[src/rtl/audio_pkg.sv]
// Shared audio constants and the stereo frame layout for the I2S transmit path.
// Latency: none, types and constants only.
// Backpressure: none, carries no flow control of its own.
package audio_pkg;

  localparam int AUDIO_SAMPLE_W = 16;
  localparam int AUDIO_SLOT_W   = 32;

  // LRCLK level that identifies each channel slot
  localparam logic AUDIO_CH_LEFT  = 1'b0;
  localparam logic AUDIO_CH_RIGHT = 1'b1;

  // One stereo frame as carried on the sample stream, left in the upper half
  typedef struct packed {
    logic [AUDIO_SAMPLE_W-1:0] left;
    logic [AUDIO_SAMPLE_W-1:0] right;
  } stereo_frame_t;

endpackage

[src/rtl/audio_sample_fifo.sv]
// Synchronous FIFO of stereo frames with occupancy count; head word is read straight from storage registers.
// Latency: a pushed word is visible at the head one cycle after the push; no same-cycle bypass.
// Backpressure: full blocks pushes; pop on empty is ignored, so a pop into an empty FIFO is the caller's underrun.
module audio_sample_fifo #(
  parameter int  WIDTH = 32,
  parameter int  DEPTH = 16,
  localparam int AW    = $clog2(DEPTH)
) (
  input  logic             Clk,
  input  logic             Reset,
  input  logic             push,
  input  logic [WIDTH-1:0] push_data,
  input  logic             pop,
  output logic [WIDTH-1:0] head_data,
  output logic             empty,
  output logic             full,
  output logic [AW:0]      level
);

  logic [WIDTH-1:0] mem_q [DEPTH];
  logic [AW-1:0]    wr_ptr_q;
  logic [AW-1:0]    rd_ptr_q;
  logic             do_push;
  logic             do_pop;

  // Empty/full come from the registered level, so a push this cycle cannot feed a pop this cycle
  assign empty     = (level == '0);
  assign full      = (level == (AW+1)'(DEPTH));
  assign do_push   = push & ~full;
  assign do_pop    = pop & ~empty;
  assign head_data = mem_q[rd_ptr_q];

  // Storage array: written only on an accepted push, contents need no reset
  always_ff @(posedge Clk) begin
    if (do_push) begin
      mem_q[wr_ptr_q] <= push_data;
    end
  end

  // Pointers wrap naturally at the power-of-two depth; level tracks push minus pop
  always_ff @(posedge Clk) begin
    if (Reset) begin
      wr_ptr_q <= '0;
      rd_ptr_q <= '0;
      level    <= '0;
    end else begin
      if (do_push) begin
        wr_ptr_q <= wr_ptr_q + 1'b1;
      end
      if (do_pop) begin
        rd_ptr_q <= rd_ptr_q + 1'b1;
      end
      case ({do_push, do_pop})
        2'b10:   level <= level + 1'b1;
        2'b01:   level <= level - 1'b1;
        default: level <= level;
      endcase
    end
  end

endmodule

[src/rtl/i2s_tx_stream.sv]
// I2S transmit engine: MCLK divider, SCLK/LRCLK slave synchronisers, slot control and DOUT shift register.
// Latency: DOUT follows a pin SCLK fall by about SYNC_STAGES+2 Clk cycles; the MSB leads one SCLK after each LRCLK edge.
// Backpressure: s_ready drops while the frame FIFO is full; an empty FIFO at a left slot sends zeros and flags underrun.
module i2s_tx_stream
  import audio_pkg::*;
#(
  parameter int SAMPLE_W      = AUDIO_SAMPLE_W,
  parameter int SLOT_W        = AUDIO_SLOT_W,
  parameter int FIFO_DEPTH    = 16,
  parameter int MCLK_DIV_LOG2 = 2,
  parameter int SYNC_STAGES   = 2
) (
  input  logic                          Clk,
  input  logic                          Reset,
  input  logic [2*SAMPLE_W-1:0]         s_data,
  input  logic                          s_valid,
  output logic                          s_ready,
  input  logic                          mono_en,
  input  logic                          mute,
  input  logic                          underrun_clr,
  output logic                          MCLK,
  input  logic                          SCLK,
  input  logic                          LRCLK,
  output logic                          DOUT,
  output logic [$clog2(FIFO_DEPTH):0]   fifo_level,
  output logic                          underrun,
  output logic                          frame_tick
);

  // Zero bits appended after the sample to fill the slot
  localparam int PAD_W = SLOT_W - SAMPLE_W;

  logic [MCLK_DIV_LOG2-1:0] mclk_cnt_q;
  logic [SYNC_STAGES-1:0]   sclk_sync_q;
  logic [SYNC_STAGES-1:0]   lrclk_sync_q;
  logic                     sclk_d_q;
  logic                     sclk_s;
  logic                     lrclk_s;
  logic                     sclk_rise;
  logic                     sclk_fall;

  logic                     lr_now_q;
  logic                     lr_prev_q;
  logic                     armed_q;
  logic [SAMPLE_W-1:0]      held_left_q;
  logic [SAMPLE_W-1:0]      held_right_q;
  logic [SLOT_W-1:0]        shreg_q;

  logic                     slot_start;
  logic                     left_start;
  logic                     right_start;
  logic                     underrun_set;
  logic [SAMPLE_W-1:0]      load_val;

  logic [2*SAMPLE_W-1:0]    fifo_head;
  logic [SAMPLE_W-1:0]      head_left;
  logic [SAMPLE_W-1:0]      head_right;
  logic                     fifo_empty;
  logic                     fifo_full;

  // Free-running MCLK divider, independent of the codec clocks
  always_ff @(posedge Clk) begin
    if (Reset) begin
      mclk_cnt_q <= '0;
    end else begin
      mclk_cnt_q <= mclk_cnt_q + 1'b1;
    end
  end

  assign MCLK = mclk_cnt_q[MCLK_DIV_LOG2-1];

  // Bring SCLK and LRCLK into the Clk domain through matched-depth chains and keep SCLK history for edges
  always_ff @(posedge Clk) begin
    if (Reset) begin
      sclk_sync_q  <= '0;
      lrclk_sync_q <= '0;
      sclk_d_q     <= 1'b0;
    end else begin
      sclk_sync_q  <= {sclk_sync_q[SYNC_STAGES-2:0], SCLK};
      lrclk_sync_q <= {lrclk_sync_q[SYNC_STAGES-2:0], LRCLK};
      sclk_d_q     <= sclk_s;
    end
  end

  assign sclk_s    = sclk_sync_q[SYNC_STAGES-1];
  assign lrclk_s   = lrclk_sync_q[SYNC_STAGES-1];
  assign sclk_rise = sclk_s & ~sclk_d_q;
  assign sclk_fall = ~sclk_s & sclk_d_q;

  // A slot starts on the SCLK fall after LRCLK was seen to change, giving the one-bit I2S delay
  assign slot_start   = sclk_fall & (lr_now_q != lr_prev_q);
  assign left_start   = slot_start & (lr_now_q == AUDIO_CH_LEFT);
  assign right_start  = slot_start & (lr_now_q == AUDIO_CH_RIGHT);
  assign underrun_set = left_start & fifo_empty;

  assign head_left  = fifo_head[2*SAMPLE_W-1:SAMPLE_W];
  assign head_right = fifo_head[SAMPLE_W-1:0];

  audio_sample_fifo #(
    .WIDTH (2*SAMPLE_W),
    .DEPTH (FIFO_DEPTH)
  ) u_fifo (
    .Clk       (Clk),
    .Reset     (Reset),
    .push      (s_valid),
    .push_data (s_data),
    .pop       (left_start),
    .head_data (fifo_head),
    .empty     (fifo_empty),
    .full      (fifo_full),
    .level     (fifo_level)
  );

  assign s_ready = ~fifo_full;

  // Pick the sample for a slot load; right slots stay silent until a left slot has armed the stream
  always_comb begin
    load_val = '0;
    if (!mute) begin
      if (left_start && !fifo_empty) begin
        load_val = head_left;
      end else if (right_start && armed_q) begin
        load_val = mono_en ? held_left_q : held_right_q;
      end
    end
  end

  // Slot control: track LRCLK, load or shift the serialiser, hold the frame's samples for the right slot
  always_ff @(posedge Clk) begin
    if (Reset) begin
      lr_now_q     <= 1'b0;
      lr_prev_q    <= 1'b0;
      armed_q      <= 1'b0;
      held_left_q  <= '0;
      held_right_q <= '0;
      shreg_q      <= '0;
      frame_tick   <= 1'b0;
    end else begin
      frame_tick <= 1'b0;
      if (sclk_rise) begin
        lr_now_q <= lrclk_s;
      end
      if (sclk_fall) begin
        lr_prev_q <= lr_now_q;
        if (slot_start) begin
          shreg_q <= SLOT_W'(load_val) << PAD_W;
        end else begin
          shreg_q <= {shreg_q[SLOT_W-2:0], 1'b0};
        end
      end
      if (left_start) begin
        armed_q    <= 1'b1;
        frame_tick <= 1'b1;
        if (fifo_empty) begin
          held_left_q  <= '0;
          held_right_q <= '0;
        end else begin
          held_left_q  <= head_left;
          held_right_q <= head_right;
        end
      end
    end
  end

  // Sticky underrun flag; a new underrun outranks a clear in the same cycle
  always_ff @(posedge Clk) begin
    if (Reset) begin
      underrun <= 1'b0;
    end else if (underrun_set) begin
      underrun <= 1'b1;
    end else if (underrun_clr) begin
      underrun <= 1'b0;
    end
  end

  assign DOUT = shreg_q[SLOT_W-1];

endmodule
[config.mk]
export PLATFORM = sky130hd
export DESIGN_NAME = i2s_tx_stream
export DESIGN_NICKNAME = d
export VERILOG_FILES = /design/src/rtl/audio_pkg.sv /design/src/rtl/audio_sample_fifo.sv /design/src/rtl/i2s_tx_stream.sv
export SDC_FILE = /design/constraint.sdc
export NUM_CORES = 1
export LEC_CHECK = 0
export CORE_ASPECT_RATIO = 1.4
export CORE_MARGIN = 8
export CORE_UTILIZATION = 25
export DETAILED_ROUTE_END_ITERATION = 16
export DONT_BUFFER_PORTS = 1
export PLACE_DENSITY = 0.46
export SKIP_CTS_REPAIR_TIMING = 1
export SYNTH_ARGS = -nofsm -noshare
export SYNTH_HDL_FRONTEND = slang
export SYNTH_HIERARCHICAL = 1
export SYNTH_SLANG_ARGS = --single-unit
export TNS_END_PERCENT = 10
[constraint.sdc]
create_clock -name Clk -period 4.3 [get_ports Clk]
set_input_delay 0.645 -clock Clk [delete_from_list [all_inputs] [get_ports Clk]]
set_output_delay 0.645 -clock Clk [all_outputs]
set_load 0.01 [all_outputs]
==> flow_summary.ini <==
[placement]
hpwl_microns = 30500
dp_slack_ns = 1.15
gp_congestion = 0.736
io_buffer_count = 0

[critical_path]
r2r-start = u_fifo/level[0]$_SDFFE_PP0P_
rrSetupSlack_ns = 1.11
timing.rr.end = u_fifo/level[2]$_SDFFE_PP0P_
arrival_ns = 3.73
endpoint = u_fifo/level[2]$_SDFFE_PP0P_
path_class = flip-flop to flip-flop
r2r_cells = 9
crit_fanout = 12
critPathCaptureType = flip-flop
cp-startpoint = u_fifo/level[0]$_SDFFE_PP0P_
required_ns = 4.84
cp-start-kind = flip-flop

[yosys]
synth_cell_types = 50
synth_area_sq_um = 22900
synth-main-ff-cell = edfxtp_1
synth_edf_count = 512
synth-adder-area-share_pct = 0.437
async_reset_ff_share_pct = 0
syn_nets = 1176
synth_top_family_by_area = multiplexers
ys_seq_elements = 589
synthMuxAreaShare_pct = 17.0
syn_inst = 1128
yosysSeqAreaShare_pct = 73.9
synth_compound_area_share_pct = 2.82
synth_area_per_cell_sq_um = 20.3
synth-xor-area-share_pct = 0.383
ys_warn_count = 6
yosys.area_share.simple_pct = 3.74

[timing]
hold_viol = 0
period_minus_slack_ns = 3.19
setup_viol = 0
period_share_pct = 74.1
maxSlewViolCount = 0
clock_skew_ns = 0.0233
rsz0062_at_grt = false
tns_ns = 0
fmax_ghz = 0.314
hold-worst-slack_ns = 0.0978
tightest_slew_ns = 1.27
slew_headroom_pct = 15.3
worst_slack_ns = 1.11

[global_route]
grt_overflow = 0
track_usage_pct = 10.9
first_global_vias = 11700
grt_antenna_before_repair = 0
grt_max_degree = 82
grt_pass1_wl_microns = 82500

[floorplan]
rows = 131
io_pins = 50
initial_core_util_pct = 25.2
die_w_microns = 272
core_area_sq_um = 91000
fp.dieArea_sq_um = 102000
die_h_microns = 374

[power]
finalPower_w = 0.0114
leakage_nw = 7.83
swShare_pct = 20.4
clkPwrFrac_pct = 42.5
max-vdd-ir-drop_uv = 280
p_per_area_nw_per_um2 = 434
p_switching_w = 0.00232
intPower_w = 0.00907
comb_power_share_pct = 2.1
seq_power_share_pct = 55.4

[min_path]
min_path_type = input pin to flip-flop

[layout]
multi_input_area_sq_um = 5690
regArea_sq_um = 16900
antenna_cells = 0
most-common-layout-cells = edfxtp_1 (512), mux4_2 (144), dfxtp_1 (73)
final_nets = 1196
fin_util_pct = 28.9
area_delta_synth_final_pct = 14.7
layout_commonest_cell = edfxtp_1
nFillCells = 8859
drive_gt1_share_pct = 25.8

[clock_network]
numCtsBuffers = 56
tritoncts = built
cts-htree-levels = 2
max-clock-path-buffers = 3
clkSlewWorstSetupHoldPaths_ns = 0.07
clock_latency_ns = 0.63
cts_root_buf = clkbuf_16
clock_sinks = 589

[detailed_routing]
dr.pass1.iters = 4
vias = 10700
vias_per_cell = 4.48
routed_wl_microns = 55700
first_iter_violations = 754
drtAntennaViolNets = 0
drcViolationCount = 0
wl_per_cell_microns = 23.3

[outcome]
status = finished, final reports clean

[run]
cap_violations = 0
-- per-layer routing --
layer / wire, microns / vias up / track usage [%]
li1: - / 4678 / -
met1: 22600 / 5807 / 12.9
met2: 29200 / 169 / 19.7
met5: 0 / - / 0
met3: 2460 / 72 / 2.30
met4: 1330 / 0 / 3.24
-- synthesized netlist by cell type, types with 2 or more instances --
cell	n	area [sq um]
or4_1	4	30.0
nand2_1	8	30.0
xnor2_1	3	26.3
inv_1	8	30.0
mux2_2	15	169
ha_1	8	100
nor3_1	7	35.0
edfxtp_1	512	15400
buf_6	8	90.1
buf_2	12	60.1
o211ai_1	3	22.5
dfxtp_1	77	1540
buf_4	8	60.1
mux4_1	16	420
nor3b_1	31	233
o21a_1	4	30.0
clkbuf_1	38	143
buf_1	4	15.0
a22oi_1	19	143
nor4b_1	2	17.5
nand2b_1	4	25.0
a211oi_1	15	113
a21oi_1	51	255
mux4_2	144	3240
nand3b_1	4	30.0
nor2b_1	9	56.3
mux2i_1	5	50.1
nor2_1	81	304
xor2_1	7	61.3
-- critical path: stages, from the launching register on --
cell	delay (ns)
dfxtp_1	0.39
or4_1	0.71
o21a_2	0.33
inv_2	0.09
ha_1	0.43
xor2_1	0.20
ha_1	0.23
nor3_1	0.08
or4_1	0.49
a21oi_1	0.16
-- logic make-up (layout without fill, tap and decap cells) --
family / count (synthesis) / in the layout
simple gates: 159 / 159
fa+ha+maj: 8 / 8
buf+inv: 80 / 147
flops: 589 / 589
mux: 180 / 180
compound gates: 102 / 102
xor+xnor: 10 / 10
-- registers in the layout, summed over array words and instances (netlist names), named ones only --
signal           count
held_left_q         16
lrclk_sync_q         2
u_fifo/wr_ptr_q      4
lr_prev_q            1
underrun             1
held_right_q        16
shreg_q             16
sclk_sync_q          2
u_fifo/level         5
sclk_d_q             1
armed_q              1
frame_tick           1
u_fifo/rd_ptr_q      4
mclk_cnt_q           2
lr_now_q             1
u_fifo/mem_q       512
-- how the worst min path moves through the flow --
stage | startpoint | slack [ns] | cells after the start | end
final | Reset | 0.1 | 1 | flip-flop
after global routing | Reset | 0.06 | 1 | mclk_cnt_q[0]$_SDFF_PP0_
after CTS | Reset | 0.05 | 1 | flip-flop
after detailed placement | mclk_cnt_q[0]$_SDFF_PP0_ | 0.43 | 1 | mclk_cnt_q[0]$_SDFF_PP0_
after global placement | mclk_cnt_q[0]$_SDFF_PP0_ | 0.42 | 1 | mclk_cnt_q[0]$_SDFF_PP0_
after floorplan | mclk_cnt_q[0]$_SDFF_PP0_ | 0.41 | 1 | mclk_cnt_q[0]$_SDFF_PP0_
-- stage by stage --
step	area, sq um	instances
after detailed placement	24500	2287
after CTS	26300	2392
after global routing	26300	2392
final	26300	2392
after floorplan	22900	1128
after global placement	24500	2287
-- power groups by stage --
stage,logic (W),registers (W),clock network [W]
3_3_place_gp,0.000246,0.00643,0
2_1_floorplan,0.000159,0.00643,0
4_1_cts,0.000247,0.00631,0.00502
3_5_place_dp,0.000247,0.00644,0
6_report,0.000237,0.00631,0.00484
5_1_grt,0.000257,0.00632,0.00521
-- final cells by class --
cell class / count / area share (%)
Inverter: 9 / 0.129
Timing Repair Buffer: 33 / 1.23
Multi-Input combinational cell: 459 / 21.7
Clock buffer: 75 / 5.98
Clock inverter: 30 / 0.876
Tap cell: 1197 / 5.70
Sequential cell: 589 / 64.4
Note: power is estimated with default switching activity, not from simulation.
